[src/rtl/alu_operand_stage_if.sv]
// Handshake and operand bus between decode, the operand stage and the ALU.
// master: the decode/ALU side that drives ops in and consumes results.
// slave:  the operand stage itself.
interface alu_operand_stage_if #(
    parameter int DATA_W = 32,
    parameter int CTRL_W = 4,
    parameter int REG_AW = 5
);
    logic              flush;
    logic              in_valid;
    logic              in_ready;
    logic [CTRL_W-1:0] in_control;
    logic [REG_AW-1:0] in_rs;
    logic [REG_AW-1:0] in_rt;
    logic [DATA_W-1:0] in_rs_val;
    logic [DATA_W-1:0] in_rt_val;
    logic              in_use_imm;
    logic [DATA_W-1:0] in_imm;
    logic [REG_AW-1:0] in_rd;
    logic              ex_wen;
    logic [REG_AW-1:0] ex_rd;
    logic [DATA_W-1:0] ex_data;
    logic              wb_wen;
    logic [REG_AW-1:0] wb_rd;
    logic [DATA_W-1:0] wb_data;
    logic              out_valid;
    logic              out_ready;
    logic [CTRL_W-1:0] control;
    logic [DATA_W-1:0] oper1;
    logic [DATA_W-1:0] oper2;
    logic [REG_AW-1:0] out_rd;

    modport master (
        output flush, in_valid, in_control, in_rs, in_rt, in_rs_val, in_rt_val,
               in_use_imm, in_imm, in_rd, ex_wen, ex_rd, ex_data, wb_wen, wb_rd,
               wb_data, out_ready,
        input  in_ready, out_valid, control, oper1, oper2, out_rd
    );

    modport slave (
        input  flush, in_valid, in_control, in_rs, in_rt, in_rs_val, in_rt_val,
               in_use_imm, in_imm, in_rd, ex_wen, ex_rd, ex_data, wb_wen, wb_rd,
               wb_data, out_ready,
        output in_ready, out_valid, control, oper1, oper2, out_rd
    );
endinterface

[src/rtl/alu_operand_stage.sv]
// Decode-to-execute operand stage: resolves oper1/oper2 at push time and holds
// up to two ops in a skid buffer in front of the ALU.
// Slot 0 is always the head, so the ALU-facing outputs come straight from its
// registers; slot 1 shifts into slot 0 when the head pops with a second op behind it.
// Optional feature macro: ALU_OPSTAGE_FWD_EN enables EX/WB forwarding at push and
// the WB snoop on resident entries. Without it the ex_* and wb_* signals are ignored.
module alu_operand_stage #(
    parameter int DATA_W = 32,
    parameter int CTRL_W = 4,
    parameter int REG_AW = 5
) (
    input  logic               clk,
    input  logic               rst,
    alu_operand_stage_if.slave bus
);

    // Payload presented to the ALU.
    typedef struct packed {
        logic [CTRL_W-1:0] ctrl;
        logic [DATA_W-1:0] op1;
        logic [DATA_W-1:0] op2;
        logic [REG_AW-1:0] rd;
    } pay_t;

    logic [1:0] r_count;
    pay_t       r_pay     [2];
    pay_t       w_pay_snp [2];
    pay_t       w_pay_nxt [2];
    pay_t       w_new_pay;
    logic [1:0] w_count_nxt;
    logic       w_in_ready;
    logic       w_push;
    logic       w_pop;
    logic       w_wr_slot0;

`ifdef ALU_OPSTAGE_FWD_EN
    // Source-register tags, kept only so resident operands can snoop writeback.
    typedef struct packed {
        logic [REG_AW-1:0] rs;
        logic [REG_AW-1:0] rt;
        logic              use_imm;
    } tag_t;

    tag_t r_tag     [2];
    tag_t w_tag_nxt [2];
    tag_t w_new_tag;

    assign w_new_tag = {bus.in_rs, bus.in_rt, bus.in_use_imm};
`endif

    assign w_in_ready = !rst && (r_count < 2'd2);
    assign w_push     = bus.in_valid && w_in_ready;
    assign w_pop      = (r_count != 2'd0) && bus.out_ready;
    // The incoming op lands in slot 0 if the buffer is (or is becoming) empty.
    assign w_wr_slot0 = (r_count == 2'd0) || ((r_count == 2'd1) && w_pop);

    // Resolve operands of the incoming op: r0, then EX, then WB, then regfile; imm overrides oper2.
    always_comb begin
        w_new_pay.ctrl = bus.in_control;
        w_new_pay.rd   = bus.in_rd;
        w_new_pay.op1  = bus.in_rs_val;
        w_new_pay.op2  = bus.in_rt_val;
`ifdef ALU_OPSTAGE_FWD_EN
        if (bus.wb_wen && (bus.wb_rd == bus.in_rs)) w_new_pay.op1 = bus.wb_data;
        if (bus.ex_wen && (bus.ex_rd == bus.in_rs)) w_new_pay.op1 = bus.ex_data;
        if (bus.wb_wen && (bus.wb_rd == bus.in_rt)) w_new_pay.op2 = bus.wb_data;
        if (bus.ex_wen && (bus.ex_rd == bus.in_rt)) w_new_pay.op2 = bus.ex_data;
`endif
        if (bus.in_rs == '0) w_new_pay.op1 = '0;
        if (bus.in_rt == '0) w_new_pay.op2 = '0;
        if (bus.in_use_imm)  w_new_pay.op2 = bus.in_imm;
    end

    generate
        for (genvar gi = 0; gi < 2; gi++) begin : g_slot
`ifdef ALU_OPSTAGE_FWD_EN
            pay_t w_snp;
            logic w_hit;

            assign w_hit = (r_count > 2'(gi)) && bus.wb_wen && (bus.wb_rd != '0);

            // Refresh resident operands that the writeback port is writing this cycle.
            always_comb begin
                w_snp = r_pay[gi];
                if (w_hit && (r_tag[gi].rs == bus.wb_rd))
                    w_snp.op1 = bus.wb_data;
                if (w_hit && !r_tag[gi].use_imm && (r_tag[gi].rt == bus.wb_rd))
                    w_snp.op2 = bus.wb_data;
            end

            assign w_pay_snp[gi] = w_snp;
`else
            assign w_pay_snp[gi] = r_pay[gi];
`endif
        end
    endgenerate

    // Next buffer contents: shift on pop from a full buffer, then append the push.
    always_comb begin
        w_count_nxt  = r_count;
        w_pay_nxt[0] = w_pay_snp[0];
        w_pay_nxt[1] = w_pay_snp[1];
`ifdef ALU_OPSTAGE_FWD_EN
        w_tag_nxt[0] = r_tag[0];
        w_tag_nxt[1] = r_tag[1];
`endif
        if (bus.flush) begin
            w_count_nxt = 2'd0;
        end else begin
            if (w_pop && (r_count == 2'd2)) begin
                w_pay_nxt[0] = w_pay_snp[1];
`ifdef ALU_OPSTAGE_FWD_EN
                w_tag_nxt[0] = r_tag[1];
`endif
            end
            if (w_push) begin
                if (w_wr_slot0) begin
                    w_pay_nxt[0] = w_new_pay;
`ifdef ALU_OPSTAGE_FWD_EN
                    w_tag_nxt[0] = w_new_tag;
`endif
                end else begin
                    w_pay_nxt[1] = w_new_pay;
`ifdef ALU_OPSTAGE_FWD_EN
                    w_tag_nxt[1] = w_new_tag;
`endif
                end
            end
            w_count_nxt = r_count + {1'b0, w_push} - {1'b0, w_pop};
        end
    end

    // Buffer state registers; reset clears occupancy and the visible head.
    always_ff @(posedge clk) begin
        if (rst) begin
            r_count  <= 2'd0;
            r_pay[0] <= '0;
            r_pay[1] <= '0;
        end else begin
            r_count  <= w_count_nxt;
            r_pay[0] <= w_pay_nxt[0];
            r_pay[1] <= w_pay_nxt[1];
        end
    end

`ifdef ALU_OPSTAGE_FWD_EN
    // Source tags follow their payload through the buffer.
    always_ff @(posedge clk) begin
        if (rst) begin
            r_tag[0] <= '0;
            r_tag[1] <= '0;
        end else begin
            r_tag[0] <= w_tag_nxt[0];
            r_tag[1] <= w_tag_nxt[1];
        end
    end
`endif

    assign bus.in_ready  = w_in_ready;
    assign bus.out_valid = (r_count != 2'd0);
    assign bus.control   = r_pay[0].ctrl;
    assign bus.oper1     = r_pay[0].op1;
    assign bus.oper2     = r_pay[0].op2;
    assign bus.out_rd    = r_pay[0].rd;

endmodule

[src/flat_wrapper.sv]
// flat-port wrapper written by rule: the top's interface ports become plain ports
module alu_operand_stage_flat 
#(
    parameter int DATA_W = 32,
    parameter int CTRL_W = 4,
    parameter int REG_AW = 5
)
  (clk, rst, bus_flush, bus_in_valid, bus_in_control, bus_in_rs, bus_in_rt, bus_in_rs_val, bus_in_rt_val, bus_in_use_imm, bus_in_imm, bus_in_rd, bus_ex_wen, bus_ex_rd, bus_ex_data, bus_wb_wen, bus_wb_rd, bus_wb_data, bus_out_ready, bus_in_ready, bus_out_valid, bus_control, bus_oper1, bus_oper2, bus_out_rd);
  alu_operand_stage_if #(.DATA_W(DATA_W), .CTRL_W(CTRL_W), .REG_AW(REG_AW)) bus_i ();
  input  logic clk;
  input  logic rst;
  input wire logic [$bits(bus_i.flush)-1:0] bus_flush;
  input wire logic [$bits(bus_i.in_valid)-1:0] bus_in_valid;
  input wire logic [$bits(bus_i.in_control)-1:0] bus_in_control;
  input wire logic [$bits(bus_i.in_rs)-1:0] bus_in_rs;
  input wire logic [$bits(bus_i.in_rt)-1:0] bus_in_rt;
  input wire logic [$bits(bus_i.in_rs_val)-1:0] bus_in_rs_val;
  input wire logic [$bits(bus_i.in_rt_val)-1:0] bus_in_rt_val;
  input wire logic [$bits(bus_i.in_use_imm)-1:0] bus_in_use_imm;
  input wire logic [$bits(bus_i.in_imm)-1:0] bus_in_imm;
  input wire logic [$bits(bus_i.in_rd)-1:0] bus_in_rd;
  input wire logic [$bits(bus_i.ex_wen)-1:0] bus_ex_wen;
  input wire logic [$bits(bus_i.ex_rd)-1:0] bus_ex_rd;
  input wire logic [$bits(bus_i.ex_data)-1:0] bus_ex_data;
  input wire logic [$bits(bus_i.wb_wen)-1:0] bus_wb_wen;
  input wire logic [$bits(bus_i.wb_rd)-1:0] bus_wb_rd;
  input wire logic [$bits(bus_i.wb_data)-1:0] bus_wb_data;
  input wire logic [$bits(bus_i.out_ready)-1:0] bus_out_ready;
  output wire logic [$bits(bus_i.in_ready)-1:0] bus_in_ready;
  output wire logic [$bits(bus_i.out_valid)-1:0] bus_out_valid;
  output wire logic [$bits(bus_i.control)-1:0] bus_control;
  output wire logic [$bits(bus_i.oper1)-1:0] bus_oper1;
  output wire logic [$bits(bus_i.oper2)-1:0] bus_oper2;
  output wire logic [$bits(bus_i.out_rd)-1:0] bus_out_rd;
  assign bus_i.flush = bus_flush;
  assign bus_i.in_valid = bus_in_valid;
  assign bus_i.in_control = bus_in_control;
  assign bus_i.in_rs = bus_in_rs;
  assign bus_i.in_rt = bus_in_rt;
  assign bus_i.in_rs_val = bus_in_rs_val;
  assign bus_i.in_rt_val = bus_in_rt_val;
  assign bus_i.in_use_imm = bus_in_use_imm;
  assign bus_i.in_imm = bus_in_imm;
  assign bus_i.in_rd = bus_in_rd;
  assign bus_i.ex_wen = bus_ex_wen;
  assign bus_i.ex_rd = bus_ex_rd;
  assign bus_i.ex_data = bus_ex_data;
  assign bus_i.wb_wen = bus_wb_wen;
  assign bus_i.wb_rd = bus_wb_rd;
  assign bus_i.wb_data = bus_wb_data;
  assign bus_i.out_ready = bus_out_ready;
  assign bus_in_ready = bus_i.in_ready;
  assign bus_out_valid = bus_i.out_valid;
  assign bus_control = bus_i.control;
  assign bus_oper1 = bus_i.oper1;
  assign bus_oper2 = bus_i.oper2;
  assign bus_out_rd = bus_i.out_rd;
  alu_operand_stage #(.DATA_W(DATA_W), .CTRL_W(CTRL_W), .REG_AW(REG_AW)) u_core (.clk(clk), .rst(rst), .bus(bus_i));
endmodule
[config.mk]
export PLATFORM = sky130hd
export DESIGN_NAME = alu_operand_stage_flat
export DESIGN_NICKNAME = d
export VERILOG_FILES = /design/src/rtl/alu_operand_stage_if.sv /design/src/rtl/alu_operand_stage.sv /design/src/flat_wrapper.sv
export SDC_FILE = /design/constraint.sdc
export NUM_CORES = 1
export LEC_CHECK = 0
export CELL_PAD_IN_SITES_DETAIL_PLACEMENT = 2
export CELL_PAD_IN_SITES_GLOBAL_PLACEMENT = 2
export CORE_UTILIZATION = 22
export CTS_CLUSTER_DIAMETER = 80
export CTS_CLUSTER_SIZE = 30
export DETAILED_ROUTE_END_ITERATION = 12
export PLACE_DENSITY = 0.85
export SYNTH_ARGS = -nofsm -noshare
export SYNTH_HDL_FRONTEND = slang
export SYNTH_SLANG_ARGS = --single-unit
[constraint.sdc]
create_clock -name clk -period 1.87 [get_ports clk]
set_clock_uncertainty 0.2 [all_clocks]
set_input_delay 0.187 -clock clk [delete_from_list [all_inputs] [get_ports clk]]
set_output_delay 0.187 -clock clk [all_outputs]
set_load 0.01 [all_outputs]
Yosys cells after proc, flatten, opt, wreduce, memory -nomap -nowiden
Memories as Yosys holds them, arrays and structs flattened.
Cells that the tools add are included.
Storage, ports and cells
  register bits after elaboration: 2
  bits in writable memories: 146
  input port bits: 197
  output and inout port bits: 75
  memories: 1
Memory list
  u_core.r_pay: words 2, bits a word 73, rd ports 2, clocked after Yosys merged registers in 0, write ports 2, line alu_operand_stage.sv:26  | pay_t r_pay [2];
Cells by class
  $add $sub $neg: 2
  order comparisons: 1
  eq/ne operators: 2
  muxes and demuxes: 13
  bitwise gates (word level): 2
  reductions and logical operators: 12
Operators by type and width (count)
  73-bit 2-to-1 mux: 5
  146-bit 2-to-1 mux: 2
  32-bit 2-to-1 mux: 3
  5-bit zero test: 2
  1-bit logical AND: 5
  1-bit 2-to-1 mux: 3
  2-bit by 1-bit adder with 2-bit output: 1
  2-bit by 1-bit == test with 1-bit output, second input constant: 1
  2-bit == test, second input constant: 1
  2-bit zero test: 1
  2-bit < comparator, second input constant: 1
  1-bit bitwise OR: 2
  2-bit nonzero test: 1
  2-bit OR reduction: 1
  2-bit by 1-bit subtractor with 2-bit output: 1
  1-bit zero test: 1
  1-bit logical OR: 1

Longest topological paths before layout
  depth after elaboration: 8
  depth in mapped cells: 7

Worst setup path before layout
Ideal clock, no wire load.
  path kind: input to register
  from: input bus_flush
  to: memory u_core.r_pay[0][100] in the netlist's numbering
  library setup time: 0.128 ns
  arrival time: 1.553 ns
  data required time: 1.542 ns
  slack: -0.010 ns
  stages on the path: 7
  path buffers: 3
  cell sequence: buf_6 > or3b_4 > or3_1 > buf_2 > buf_6 > a22oi_1 > nor2_1
RTL lines
  start: declaration: line flat_wrapper.sv:12  | input wire logic [$bits(bus_i.flush)-1:0] bus_flush;
  end: declaration: line alu_operand_stage.sv:26

Final worst setup path
  from: register u_core.r_count[1]
  to: output bus_out_valid
On the way
  cells in the longest elaborated chain, start to end: 1
Ends and longest elaborated chain
  start: declaration: line alu_operand_stage.sv:25  | logic [1:0] r_count;
  start signal: assignment: line alu_operand_stage.sv:140  | r_count <= w_count_nxt;
  2-bit nonzero test: line alu_operand_stage.sv:160  | assign bus.out_valid = (r_count != 2'd0);
  end: declaration: line flat_wrapper.sv:30  | output wire logic [$bits(bus_i.out_valid)-1:0] bus_out_valid;
Every way passes these cells.

==> metrics.md <==
| Metric | Value |
|---|---|
| Status | `finished clean` |
| Synth warn | `0` |
| R2R setup slack | `0.09 ns` |
| Min-Delay Endpoint | `u_core.r_pay[0][119]` |
| Hold Crit Start | `bus_in_rs_val[9]` |
| Pwr Density | `796 nW/um^2` |
| Antenna viol nets, final | `0` |
| R2r startpoint | `u_core.r_count[0]` |
| IO Pins | `272` |
| Pin count of the biggest net entering global routing | `74` |
| Width of the die | `181 microns` |
| CP Capture Type | `output port` |
| Worst Hold Depth | `3` |
| Pre-Repair DR Iteration Count | `5` |
| Root buffer cell | `clkbuf_16` |
| Syn_nets | `1014` |
| Avg WL per Cell | `18.9 microns` |
| Most common cell after layout, fill and taps aside | `clkdlybuf4s50_1` |
| Die Area | `32600 sq um` |
| Layout overhead on the synthesized area | `40.9%` |
| First-pass GRT wire length | `39500 microns` |
| Routed WL | `25500 microns` |
| CP max-delay cell | `dfxtp_2` |
| Tot GR Track Use | `15.3%` |
| Total design power | `0.00787 W` |
| Setup WS pre-CTS | `-0.597 ns` |
| Gate Count Post-Synth | `816` |
| Mapped Area | `7010 sq um` |
| Fillers | `3404` |
| Min cycle time layout | `1.78 ns` |
| Crit-path cells | `buf_4 > or2_2 > buf_2` |
| H-tree Lvls | `4` |
| Max FO, Critical Path | `7` |
| RSZ-0062 raised after global routing | `no` |
| Max-slew violations | `0` |
| Diodes inserted | `0` |
| Initial antenna violation count | `1` |
| Type of origin of the critical path | `flop` |
| Grt ovf | `0` |
| Via/cell ratio | `4.91` |
| Via Count | `6628` |
| Critical R2R Capture | `u_core.r_pay[0][15]` |
| WP data required | `1.48 ns` |
| Final net count | `1134` |
| WP data arrival | `1.40 ns` |
| DRC violations left | `0` |
| Max clock buf depth | `2` |
| Worst vdd ir | `566 uV` |
| CORE AREA | `31500 sq um` |
| 1st-iter DRT viols | `278` |
| Final Wtd Congestion | `0.698` |
| Num rows | `65` |
| Area of the multi-input gates | `3190 sq um` |
| Buf+Inv Stages, Crit Path | `2` |
| WS Path Type | `flop to output port` |
| Rel. slew slack | `41.1%` |
| Worst Max-Slew Pin Slew | `0.883 ns` |
| Avg Inst Size Synth | `8.59 sq um` |
| Achievable Freq | `0.561 GHz` |
| Static Leak | `3.47 nW` |
| Most frequent cells in the layout | `clkdlybuf4s50_1, dfxtp_1, nand2_1, nand3_1, a31oi_1` |
| Layout cells sized above 1 | `14.0%` |
| Initial Util | `22.3%` |
| Post-synthesis sequential area ratio | `42.3%` |
| R2R cell count | `7` |
| Placed cells | `1313` |
| Final cycle utilization of the critical path | `95.4%` |
| Delay-heaviest family, CP | `flip-flops` |
| Cts bufs inserted | `17` |
| Register area | `2970 sq um` |
| Finish-stage setup viols | `0` |
| CTS tree | `built` |
| Die Y | `181 microns` |
| Setup total negative slack | `0 ns` |
| Final Hold Viols | `0` |
| Vias in the first global route | `7195` |
| Max_cap viols | `0` |
| Crit path largest cell delay | `0.35 ns` |
| Dpl hpwl | `16800 microns` |
| Worst Slack Setup Final | `0.0867 ns` |
| Worst-skew pair later-pin latency | `0.42 ns` |
| Min-Delay Path Class | `primary input to flop` |
| Clock sink count | `148` |
| Reg clk slew, reported paths | `0.07 ns` |
| Final Hold Slack | `0.170 ns` |
| Post-synth cell types | `37` |
| Seq cells post-synth | `148` |
| Port Buf Inserts | `195` |
| Non-filler cells, final | `1351` |
-- how the worst max path moves through the flow --
stage,from,to,slack (ns),cells after the start
finish,u_core.r_count[1],bus_out_valid,0.09,3
global route,u_core.r_count[1],u_core.r_pay[0][12],0.02,5
CTS,u_core.r_count[1],bus_out_valid,-0.07,3
detailed placement,bus_in_valid,u_core.r_pay[0][141],-0.60,6
global placement,bus_in_valid,u_core.r_pay[0][129],-0.52,6
floorplan,bus_flush,u_core.r_pay[0][100],0.02,7
-- stage by stage --
stage	cell area, sq um	util (%)
floorplan	7010	-
global placement	9130	29.0
detailed placement	9130	29.0
CTS	9750	31.0
global route	9880	31.4
finish	9880	31.4
-- worst register-to-register path, stage by stage (launching register included) --
cell,delay [ns]
dfxtp_2,0.33
nor2b_2,0.16
buf_4,0.15
o31a_1,0.26
buf_4,0.16
clkbuf_16,0.19
nand2_1,0.10
a31oi_1,0.09
-- registers in the layout, summed over array words and instances (netlist names) --
name	count
u_core.r_count	2
u_core.r_pay	146
-- Yosys cell counts (all sizes together) --
cell     number  area, sq um
dfxtp       148         2960
buf          98          704
nand2        94          353
nand3        91          455
a31oi        64          400
clkbuf       48          180
a21oi        42          210
nor2         36          135
a221o        32          320
a22oi        32          240
and2         32          200
and3         32          200
mux2         32          360
a41oi         9         78.8
nor3          6         46.3
inv           2         7.51
nand2b        2         12.5
nor3b         2         20.0
or3           2         12.5
a2111oi       1         27.5
clkinv        1         3.75
ha            1         12.5
nand3b        1         7.51
nor2b         1         6.26
nor4          1         6.26
o21ai         1         5.00
o31a          1         8.76
o31ai         1         7.51
or2           1         6.26
or3b          1         11.3
xor2          1         8.76
-- cell families (layout without fill, tap and decap cells) --
| group | Yosys count | after routing | share of synthesized area (%) |
|---|---|---|---|
| buf+inv | 149 | 282 | 12.8 |
| xor+xnor | 1 | 1 | 0.125 |
| mux | 32 | 32 | 5.14 |
| fa+ha+maj | 1 | 1 | 0.178 |
| compound gates | 183 | 183 | 18.5 |
| simple gates | 302 | 302 | 21.0 |
| flops | 148 | 148 | 42.3 |
-- layout make-up --
class                   instances  area share (%)
clock buffers                  19            4.58
clock inverters                13            1.49
inverters                       3           0.114
multi-input cells             519            32.3
flip-flops and latches        148            30.0
well taps                     402            5.09
repair buffers                247            26.4
-- timing repair --
action | CTS | global route
pin swaps | 0 | 3
hold buffers | 0 | 0
gates cloned | 0 | 4
resized for setup | 9 | 10
setup endpoints to repair | 102 | 76
buffers inserted | 0 | 2
-- power breakdown --
part           switching (W)  internal, W  total [W]
combinational       0.000447     0.000583    0.00103
sequential         0.0000644      0.00324    0.00331
clock                0.00148      0.00206    0.00353
total                0.00199      0.00588    0.00787
-- per-layer routing --
metal	share of wire [%]	GRT usage [%]	routed length, microns
met1	45	18.7	11500
met2	49	26.6	12400
met3	5.4	4.14	1390
met4	0.84	3.79	214
met5	0	0	0
(Power assumes the default switching activity.)
